===== src/rtl/ifetch_unit.sv =====
// Instruction-fetch stage: holds the PC, drives the ICACHE read handshake and buffers
// responses in a DEPTH-entry queue. Define IFETCH_PREDECODE_EN to follow j/jal in fetch.
module ifetch_unit #(
  parameter int unsigned       ADDR_W   = 32,
  parameter int unsigned       DEPTH    = 4,
  parameter logic [ADDR_W-1:0] RESET_PC = '0
) (
  input  logic                   clk,
  input  logic                   rst,
  output logic                   ICACHE_ren,
  output logic                   ICACHE_wen,
  output logic [ADDR_W-1:0]      ICACHE_addr,
  output logic [31:0]            ICACHE_wdata,
  input  logic                   ICACHE_stall,
  input  logic [31:0]            ICACHE_rdata,
  input  logic                   redirect_valid,
  input  logic [ADDR_W-1:0]      redirect_pc,
  input  logic                   id_ready,
  output logic                   inst_valid,
  output logic [31:0]            inst,
  output logic [ADDR_W-1:0]      inst_pc4,
  output logic [$clog2(DEPTH):0] q_count
);

  localparam int unsigned PtrW = $clog2(DEPTH);
  localparam int unsigned CntW = PtrW + 1;

  typedef enum logic [0:0] {StFetch, StDrop} state_e;

  state_e              state_q;
  logic [ADDR_W-1:0]   pc_q, hold_addr_q;
  logic [PtrW-1:0]     wr_ptr_q, rd_ptr_q;
  logic [CntW-1:0]     count_q;
  logic [31:0]         mem_inst_q [DEPTH];
  logic [ADDR_W-1:0]   mem_pc4_q  [DEPTH];

  logic              fetch_st, accept, push, pop;
  logic [ADDR_W-1:0] pc4, fetch_next_pc;

  assign fetch_st = (state_q == StFetch);
  // ren is forced low while reset is asserted; FETCH throttles on registered occupancy.
  assign ICACHE_ren   = rst & (fetch_st ? (count_q < CntW'(DEPTH)) : 1'b1);
  assign ICACHE_addr  = fetch_st ? pc_q : hold_addr_q;
  assign ICACHE_wen   = 1'b0;
  assign ICACHE_wdata = '0;

  assign accept = ICACHE_ren & ~ICACHE_stall;
  assign push   = fetch_st & accept & ~redirect_valid;
  assign pop    = (count_q != '0) & id_ready & ~redirect_valid;
  assign pc4    = pc_q + ADDR_W'(4);

`ifdef IFETCH_PREDECODE_EN
  logic              is_jump;
  logic [ADDR_W-1:0] jump_tgt;
  // j/jal opcodes 6'h02/6'h03; target keeps the upper PC+4 bits above bit 27.
  assign is_jump  = (ICACHE_rdata[31:27] == 5'b00001);
  assign jump_tgt = (pc4 & ~ADDR_W'(28'hFFF_FFFF)) | ADDR_W'({ICACHE_rdata[25:0], 2'b00});
  assign fetch_next_pc = is_jump ? jump_tgt : pc4;
`else
  assign fetch_next_pc = pc4;
`endif

  always_ff @(posedge clk or negedge rst) begin
    if (!rst) begin
      state_q     <= StFetch;
      pc_q        <= RESET_PC;
      hold_addr_q <= '0;
      wr_ptr_q    <= '0;
      rd_ptr_q    <= '0;
      count_q     <= '0;
    end else if (redirect_valid) begin
      pc_q     <= redirect_pc;
      wr_ptr_q <= '0;
      rd_ptr_q <= '0;
      count_q  <= '0;
      // A stalled request cannot be abandoned: keep presenting it and drop its data.
      if (fetch_st && ICACHE_ren && ICACHE_stall) begin
        hold_addr_q <= pc_q;
        state_q     <= StDrop;
      end
    end else begin
      if (push) begin
        pc_q     <= fetch_next_pc;
        wr_ptr_q <= wr_ptr_q + 1'b1;
      end
      if (!fetch_st && accept) state_q <= StFetch;
      if (pop) rd_ptr_q <= rd_ptr_q + 1'b1;
      if (push && !pop)      count_q <= count_q + 1'b1;
      else if (!push && pop) count_q <= count_q - 1'b1;
    end
  end

  always_ff @(posedge clk) begin
    if (push) begin
      mem_inst_q[wr_ptr_q] <= ICACHE_rdata;
      mem_pc4_q[wr_ptr_q]  <= pc4;
    end
  end

  assign inst_valid = (count_q != '0);
  assign inst       = inst_valid ? mem_inst_q[rd_ptr_q] : '0;
  assign inst_pc4   = inst_valid ? mem_pc4_q[rd_ptr_q] : '0;
  assign q_count    = count_q;

endmodule


===== config.mk =====
export PLATFORM = sky130hd
export DESIGN_NAME = ifetch_unit
export DESIGN_NICKNAME = d
export VERILOG_FILES = /design/src/rtl/ifetch_unit.sv
export SDC_FILE = /design/constraint.sdc
export NUM_CORES = 1
export LEC_CHECK = 0
export CAP_MARGIN = 20
export CORE_ASPECT_RATIO = 2
export CORE_MARGIN = 3
export CORE_UTILIZATION = 40
export CTS_CLUSTER_DIAMETER = 40
export DETAILED_ROUTE_END_ITERATION = 10
export DONT_BUFFER_PORTS = 1
export PLACE_DENSITY_LB_ADDON = 0.05
export SETUP_SLACK_MARGIN = 0.5
export SYNTH_ARGS = -nofsm -noshare
export SYNTH_HDL_FRONTEND = slang
export SYNTH_SLANG_ARGS = --single-unit

===== constraint.sdc =====
create_clock -name clk -period 3.24 [get_ports clk]
set_clock_uncertainty 0.1 [all_clocks]
set_input_delay 0.486 -clock clk [delete_from_list [all_inputs] [get_ports clk]]
set_output_delay 0.486 -clock clk [all_outputs]
set_load 0.03 [all_outputs]

==> results.cfg, run 1 <==
[power_and_ir_drop]
leakage_nw = 5.67
total_power_w = 0.0133
power_density_nw_per_um2 = 792
max-vdd-ir-drop_mv = 0.506

[global_routing]
antenna_found_initial = 0
grt_pass1_vias = 8435
gr-usage-all-layers_pct = 17.4
grt_start_max_net_pins = 73
gr-total-overflow = 0
grt_pass1_wl_mm = 51.2

[yosys]
synth_top_area_share_pct = 53.8
synth_warnings = 0
yosysSeqAreaShare_pct = 66.4
avgSynthCellArea_um2 = 15.9
yosys.area.top_type = edfxtp_1
synth_area_um2 = 14300
synthCells = 901
yosys-top-cells-area = edfxtp_1 54%, dfrtp_1 13%, mux4_2 10%
ys_types = 45
ys_ff_latch = 328

[timing]
min_period_ns = 2.68
worst_slack_ns = 0.560
holdWs_ns = 0.0187
slew_headroom_pct = 54.8
tightest_slew_ns = 0.672
finalSetupTns_ns = 0
max_freq_mhz = 373
setup_violations = 0
hold_violations = 0
period_share_pct = 82.7
slew_violations = 0
rsz0062_at_grt = true

[layout]
drive_above_1_share_pct = 29.2
final_cell_mix = 256 x edfxtp_1, 66 x dfrtp_1, 64 x mux4_2
multi_input_area_um2 = 4510
final_common_cell = edfxtp_1
n_antenna_cell = 0
nNetsFinal = 1044
final_core_util_pct = 47.8
fill_cells = 3076
ff_latch_area_um2 = 9500
syn_to_final_growth_pct = 17.7

[placed_design]
io_buffers = 0
gp_congestion = 0.832
dp.final_hpwl_mm = 21.4
pre_cts_slack_ns = 0.608

[hold_path]
holdPathStages = 2
min_path_type = in -> reg

[die]
rows = 97
die_y_um = 273
die_area_um2 = 38200
ios = 203
start_util_pct = 40.6
fp.dieW_um = 140
core-area_um2 = 35200

[worst_setup_path]
arrival_ns = 2.09
r2r_slack_ns = 0.64
crit_type = reg -> out
end_kind = output pin
worstPathRequired_ns = 2.65
critPathMaxFanout = 9
r2r_cells = 5
start_kind = register

[flow_run]
max_cap_viol_count = 0

[detailed_routing]
vias = 7825
drt-initial-drc-count = 414
routed_wl_mm = 33.8
drc = 0
drtPass1Iterations = 4
viasPerCell = 5.43
ant_nets = 0
wl_per_cell_um = 23.5

[cts]
clk_pin_slew_ns = 0.06
clockBufferDepth = 3
clk_latency_ns = 0.52
cts-root-buf = clkbuf_16
cts_tree = yes
cts-buffers-inserted = 35
clock_sinks = 328
cts_max_level = 2

[outcome]
status = finished clean
## area by class of cell
cell class	count	area share [%]
clock buffer	46	5.82
clock inverter	18	0.833
inverter	12	0.335
multi-input combinational	498	26.8
sequential	328	56.5
tap	445	3.31
timing repair buffer	94	6.40
## final timing paths
check                                           start                           to
hold reg to reg            hold_addr_q[9]$_DFFE_PN0P_   hold_addr_q[9]$_DFFE_PN0P_
setup reg to reg                 pc_q[13]$_DFFE_PN0N_   mem_pc4_q[0][30]$_DFFE_PP_
hold / removal                         redirect_pc[2]          pc_q[2]$_DFFE_PN0N_
setup / recovery              rd_ptr_q[0]$_DFFE_PN0P_                  inst_pc4[3]
min in group asynchronous                         rst  hold_addr_q[24]$_DFFE_PN0P_
max in group asynchronous                         rst       q_count[1]$_DFFE_PN0P_
## Yosys cell counts (all sizes together)
library cell,n
nand4,15
or3,3
buf,55
and2,66
or4b,1
a21oi,2
o211ai,1
a221oi,2
a22oi,2
clkbuf,42
nor4b,1
mux2,61
o22ai,1
edfxtp,256
nor3,14
and3,7
conb,1
a21boi,1
or4,18
o21ai,21
mux2i,3
xnor2,16
nand2,42
a211oi,2
nand3,14
a31oi,15
dfrtp,72
o21a,2
nor4,9
inv,11
nor2,28
clkinv,1
ha,5
mux4,64
xor2,25
o31ai,11
and4,4
nor2b,5
fa,1
o31a,1
## layer usage
| layer | vias to the layer above | global-route usage [%] | wire [um] |
|---|---|---|---|
| met5 | - | 0 | 0 |
| met4 | 0 | 5.74 | 974 |
| met3 | 55 | 3.11 | 1580 |
| met2 | 218 | 32.9 | 18900 |
| met1 | 4042 | 19.4 | 12400 |
| li1 | 3510 | - | - |
## worst max-delay path, stage by stage (launching register included)
cell,delay (ns)
dfrtp_4,0.45
buf_12,0.14
buf_16,0.15
mux4_2,0.54
and2_2,0.28
## flip-flops by register name, indices dropped and copies added, names as in the netlist
| register | count |
|---|---|
| rd_ptr_q | 2 |
| q_count | 3 |
| wr_ptr_q | 2 |
| mem_pc4_q | 128 |
| state_q | 1 |
| pc_q | 32 |
| mem_inst_q | 128 |
| hold_addr_q | 32 |
## where the power goes
part / switching [W] / internal [W]
registers: 0.000262 / 0.00483
clock network: 0.00167 / 0.00217
logic: 0.00272 / 0.00166
total: 0.00466 / 0.00866
## timing repair
action                                 4_1_cts  5_1_grt
buffers inserted                             9        3
pin swaps                                    0        1
setup endpoints to repair                   64       63
hold buffers                                53        0
gates resized for setup                     58       20
endpoints found under the hold margin      225        0
cloned                                       0        4
## cells by family after synthesis
family                     Yosys count  share of synthesized area, %
AOI/OAI and AO/OA                   61                          2.69
xor gates and xnor gates            41                          2.51
adders and majority gates            6                         0.578
buffers and inverters              109                          3.91
DFF                                328                          66.4
muxes                              128                          15.1
other                                1                        0.0262
and+or+nand+nor                    227                          8.82
## through the flow
| stage | instances | area (um2) |
|---|---|---|
| CTS | 1433 | 16600 |
| global placement | 1307 | 14800 |
| global route | 1441 | 16800 |
| floorplan | 933 | 14400 |
| finish | 1441 | 16800 |
| detailed placement | 1307 | 14800 |
Note: power is estimated with default switching activity, not from simulation.
==> run 2: changes to the inputs <==
clock period = 2.25 ns   (was 3.24 ns; I/O delays follow)
==> run 2 against run 1 <==
The flow now finishes with violations (hold timing, setup timing). Clock power rose by 40%. Utilization increased by 13 points. Register-to-register slack lost 0.65 ns. Routed wire length grew 26%. Worst setup slack worse by 0.81 ns. Sequential share of layout area down 12 points. Sequential cell count stayed put. Largest cell class unchanged.
==> results.cfg, run 2 (synthesized netlist as in run 1, its figures left out) <==
[worst_setup_path]
slowest_delay_ns = 0.50
path_cells = buf_12, clkbuf_16, mux4_2, and2_4
critPathMaxFanout = 6
arrival_ns = 2.07
end_kind = output pin
start_kind = register
crit_slowest_cell = mux4_2
crit_type = reg -> out
cp_top_family = multiplexers
worstPathRequired_ns = 1.81
critPathBufInv = 2

[timing]
hold_violations = 72
min_period_ns = 2.50
slew_violations = 0
max_freq_mhz = 399
rsz0062_at_grt = true
setup_violations = 75
holdWs_ns = -0.594
worst_slack_ns = -0.254
period_share_pct = 111

[power_and_ir_drop]
power_density_nw_per_um2 = 983
leakage_nw = 7.86
max-vdd-ir-drop_mv = 0.790
total_power_w = 0.0211

[outcome]
status = complete, but fails checks
failed_checks = hold timing, setup timing

[detailed_routing]
drtPass1Iterations = 4
drt-initial-drc-count = 454
routed_wl_mm = 42.6
ant_nets = 0
drc = 0
vias = 8936
wl_per_cell_um = 25.8
viasPerCell = 5.42

[cts]
clk_pin_slew_ns = 0.06
cts-root-buf = clkbuf_16
cts_tree = yes
cts-buffers-inserted = 34
cts-hold-fix-buffers = 68
clock_sinks = 328
cts_max_level = 2
clk_latency_ns = 0.52
clockBufferDepth = 3

[layout]
nNetsFinal = 1256
final_common_cell = edfxtp_1
fill_cells = 2573
drive_above_1_share_pct = 50.5
n_antenna_cell = 0
reg.largest.list = mem_inst_q: 128 flops, mem_pc4_q: 128 flops
final_core_util_pct = 60.9
syn_to_final_growth_pct = 49.9
final_cell_mix = 256 x edfxtp_1, 76 x buf_4, 67 x dlygate4sd3_1

[die]
core-area_um2 = 35200
die_area_um2 = 38200
die_y_um = 273
fp.dieW_um = 140
rows = 97
start_util_pct = 40.6
ios = 203

[global_routing]
gr-total-overflow = 0
grt_pass1_wl_mm = 60.9
grt_start_max_net_pins = 78
antenna_found_initial = 0
grt_pass1_vias = 9671
gr-usage-all-layers_pct = 21.4

[placed_design]
io_buffers = 0
dp.final_hpwl_mm = 22.2
gp_congestion = 0.872

[flow_run]
max_cap_viol_count = 0

[hold_path]
min_path_type = in -> async
[run 2: worst reg2reg max path, delay by kind of cell, from the launching register on]
kind	cells	cell delay (ns)
DFF	1	0.52
and+or+nand+nor	2	0.46
buffers and inverters	7	0.90
[run 2: area by class of cell]
class	count	area, um2	area share, %
sequential	328	9510	44.4
multi-input combinational	496	5670	26.5
timing repair buffer	309	4570	21.3
clock buffer	46	960	4.48
tap	445	557	2.60
clock inverter	14	100	0.467
inverter	12	52.6	0.245
[run 2: timing repair]
action	in CTS	in global routing
endpoints found under the setup margin	514	527
pin swaps	48	56
hold endpoints to repair	240	73
gates cloned	47	9
resized for setup	252	122
setup buffers	90	27
[run 2: path summary, 6_finish.rpt]
check / startpoint / endpoint / slack (ns) / cells after the start
worst max-delay path: rd_ptr_q[0]$_DFFE_PN0P_ / inst_pc4[19] / -0.25 / 4
worst min-delay path: rst / hold_addr_q[26]$_DFFE_PN0P_ / -0.59 / 0
worst max register to register: state_q$_DFFE_PN0P_ / mem_pc4_q[1][9]$_DFFE_PP_ / -0.01 / 9
worst min register to register: hold_addr_q[20]$_DFFE_PN0P_ / hold_addr_q[20]$_DFFE_PN0P_ / 0.41 / 1
max in group asynchronous: rst / pc_q[2]$_DFFE_PN0N_ / 2.45 / 0
min in group clk: rst / state_q$_DFFE_PN0P_ / 0.01 / 2
[run 2: power breakdown]
group	internal, W	leakage [nW]	total, W	switching [W]
Combinational	0.00384	4.21	0.00840	0.00456
Clock	0.00303	0.511	0.00538	0.00235
Sequential	0.00696	3.15	0.00728	0.000327
Total	0.0138	7.86	0.0211	0.00723
[run 2: stage by stage]
| stage | cell area [um2] | hold WS [ns] | TNS, ns | setup WS [ns] | cells |
|---|---|---|---|---|---|
| 2_1_floorplan | 15000 | -0.0581 | -0.0176 | -0.0176 | 933 |
| 3_3_place_gp | 15600 | -0.0548 | 0 | 0.141 | 1349 |
| 3_5_place_dp | 15600 | -0.0547 | 0 | 0.0439 | 1349 |
| 4_1_cts | 20400 | -0.618 | -15.14 | -0.288 | 1614 |
| 5_1_grt | 21400 | -0.619 | -20.44 | -0.298 | 1650 |
| 6_report | 21400 | -0.594 | -13.24 | -0.254 | 1650 |
[run 2: metal layers]
layer | GRT usage [%] | routed length [um]
met5 | 0 | 0
met4 | 9.29 | 1910
met1 | 22.7 | 14700
met2 | 41.2 | 24400
met3 | 3.25 | 1610
==> run 3: changes to the inputs <==
--- a/config.mk
+++ b/config.mk
@@ -10,3 +10,3 @@
 export CORE_MARGIN = 3
-export CORE_UTILIZATION = 40
+export CORE_UTILIZATION = 26
 export CTS_CLUSTER_DIAMETER = 40
--- a/constraint.sdc
+++ b/constraint.sdc
@@ -4,2 +4,2 @@
 set_output_delay 0.3375 -clock clk [all_outputs]
-set_load 0.03 [all_outputs]
+set_load 0.005 [all_outputs]
==> run 3 against run 2 <==
Sequential power about the same. Critical path depth increased by 1. Via count increased by 0.51%. Highest routed layer unchanged. The run still ends with hold timing, setup timing left. Routed wire length increased by 9.9%. Sequential share of layout area decreased by 0.84 points. Global-route usage decreased by 5.5 points. Worst hold slack got worse by 0.019 ns. Critical endpoint is now inst[30]. Sequential cell count unchanged.
==> results.cfg, run 3 (synthesized netlist as in run 1, its figures left out) <==
[flow_run]
max_cap_viol_count = 0

[die]
ios = 203
die_area_um2 = 58000
core-area_um2 = 54400
fp.dieW_um = 172
rows = 121
die_y_um = 338
start_util_pct = 26.3

[layout]
nNetsFinal = 1267
drive_above_1_share_pct = 50.3
ff_latch_area_um2 = 9500
final_common_cell = edfxtp_1
final_cell_mix = 256 x edfxtp_1, 79 x buf_4, 69 x dlygate4sd3_1
syn_to_final_growth_pct = 52.7
multi_input_area_um2 = 5600
fill_cells = 4948
reg.largest.list = mem_inst_q: 128 flops, mem_pc4_q: 128 flops
fin_cells = 1899

[placed_design]
gp_congestion = 0.746
pre_cts_slack_ns = -0.00317
io_buffers = 0
dp_cells = 1590
dp.final_hpwl_mm = 25.5

[detailed_routing]
vias = 8982
ant_nets = 0
drt-initial-drc-count = 304
viasPerCell = 4.73
drc = 0
drtPass1Iterations = 4
wl_per_cell_um = 24.6
routed_wl_mm = 46.8

[cts]
cts_tree = yes
clockBufferDepth = 3
cts-root-buf = clkbuf_16
cts-hold-fix-buffers = 70
clock_sinks = 328
clk_pin_slew_ns = 0.06
cts_max_level = 2
clk_latency_ns = 0.54
cts-buffers-inserted = 41

[worst_setup_path]
worstPathRequired_ns = 1.81
r2r_slack_ns = -0.07
crit_type = reg -> out
start_kind = register
arrival_ns = 2.09
end_kind = output pin
critPathMaxFanout = 6

[global_routing]
grt_start_max_net_pins = 78
gr-total-overflow = 0
gr-usage-all-layers_pct = 15.9
grt_pass1_wl_mm = 66.4
grt_pass1_vias = 9691
antenna_found_initial = 1

[power_and_ir_drop]
leakage_nw = 7.90
power_density_nw_per_um2 = 925
max-vdd-ir-drop_mv = 0.710

[timing]
slew_violations = 0
max_freq_mhz = 395
period_share_pct = 113
worst_slack_ns = -0.281
rsz0062_at_grt = true
setup_violations = 202
min_period_ns = 2.53
hold_violations = 72
holdWs_ns = -0.613

[outcome]
status = complete, but fails checks
failed_checks = hold timing, setup timing

[hold_path]
min_path_type = in -> async
-- run 3: cell count changes in the layout (fill, tap and decap cells not counted), sizes merged --
cell and delta:
clkbuf -8, clkinvlp +3, bufinv +5, inv +3, clkinv +4, diode +1
dlygate4sd3 +2, buf +8
-- run 3: stage by stage --
stage | total power (W) | area [um2] | util (%) | hold slack (ns) | TNS [ns]
after floorplan | 0.0103 | 14900 | - | -0.0581 | 0
after global placement | 0.0115 | 15900 | 29.2 | -0.0551 | 0
after detailed placement | 0.0116 | 15900 | 29.2 | -0.0560 | -0.00317
after CTS | 0.0203 | 21000 | 38.6 | -0.657 | -22.88
after global routing | 0.0212 | 21800 | 40.2 | -0.647 | -43.65
final | 0.0202 | 21800 | 40.2 | -0.613 | -16.91
-- run 3: path summary, 6_finish.rpt --
kind                       cells past startpoint                     endpoint                        start
setup / recovery                               5                     inst[30]      rd_ptr_q[0]$_DFFE_PN0P_
hold / removal                                 0          pc_q[0]$_DFFE_PN0P_                          rst
setup reg to reg                              10  mem_inst_q[1][13]$_DFFE_PP_          state_q$_DFFE_PN0P_
hold reg to reg                                1  hold_addr_q[13]$_DFFE_PN0P_  hold_addr_q[13]$_DFFE_PN0P_
max in group asynchronous                      0          pc_q[2]$_DFFE_PN0N_                          rst
min in group clk                               2       q_count[2]$_DFFE_PN0P_               redirect_valid
-- run 3: metal layers --
| metal | wire [um] | GRT usage, % |
|---|---|---|
| met5 | 0 | 0 |
| met4 | 1810 | 5.87 |
| met2 | 25700 | 30.0 |
| met3 | 2620 | 3.55 |
| met1 | 16600 | 17.1 |
-- run 3: layout make-up --
class / count / area share [%]
multi-input cells: 496 / 25.6
diodes: 1 / 0.0115
well taps: 676 / 3.87
clock buffers: 44 / 4.80
flip-flops and latches: 328 / 43.5
clock inverters: 29 / 1.43
repair buffers: 313 / 20.4
inverters: 12 / 0.281
-- run 3: power by group --
part           internal (W)  leakage [nW]  switching, W  total, W
logic               0.00353          4.10       0.00273   0.00626
registers           0.00696          3.15      0.000323   0.00728
clock network       0.00398         0.655       0.00266   0.00664
-- run 3: timing repair --
| item | in CTS | in global routing |
|---|---|---|
| pin swaps | 48 | 50 |
| endpoints found under the setup margin | 503 | 514 |
| gates cloned | 42 | 3 |
| buffers inserted | 94 | 26 |
| gates resized for setup | 257 | 123 |
| endpoints found under the hold margin | 240 | 72 |
-- run 3: worst max-delay path: stages, from the launching register on --
cell and delay, ns:
dfrtp_4 0.52, buf_12 0.15, buf_12 0.13, buf_16 0.15, mux4_2 0.43, and2_4 0.18
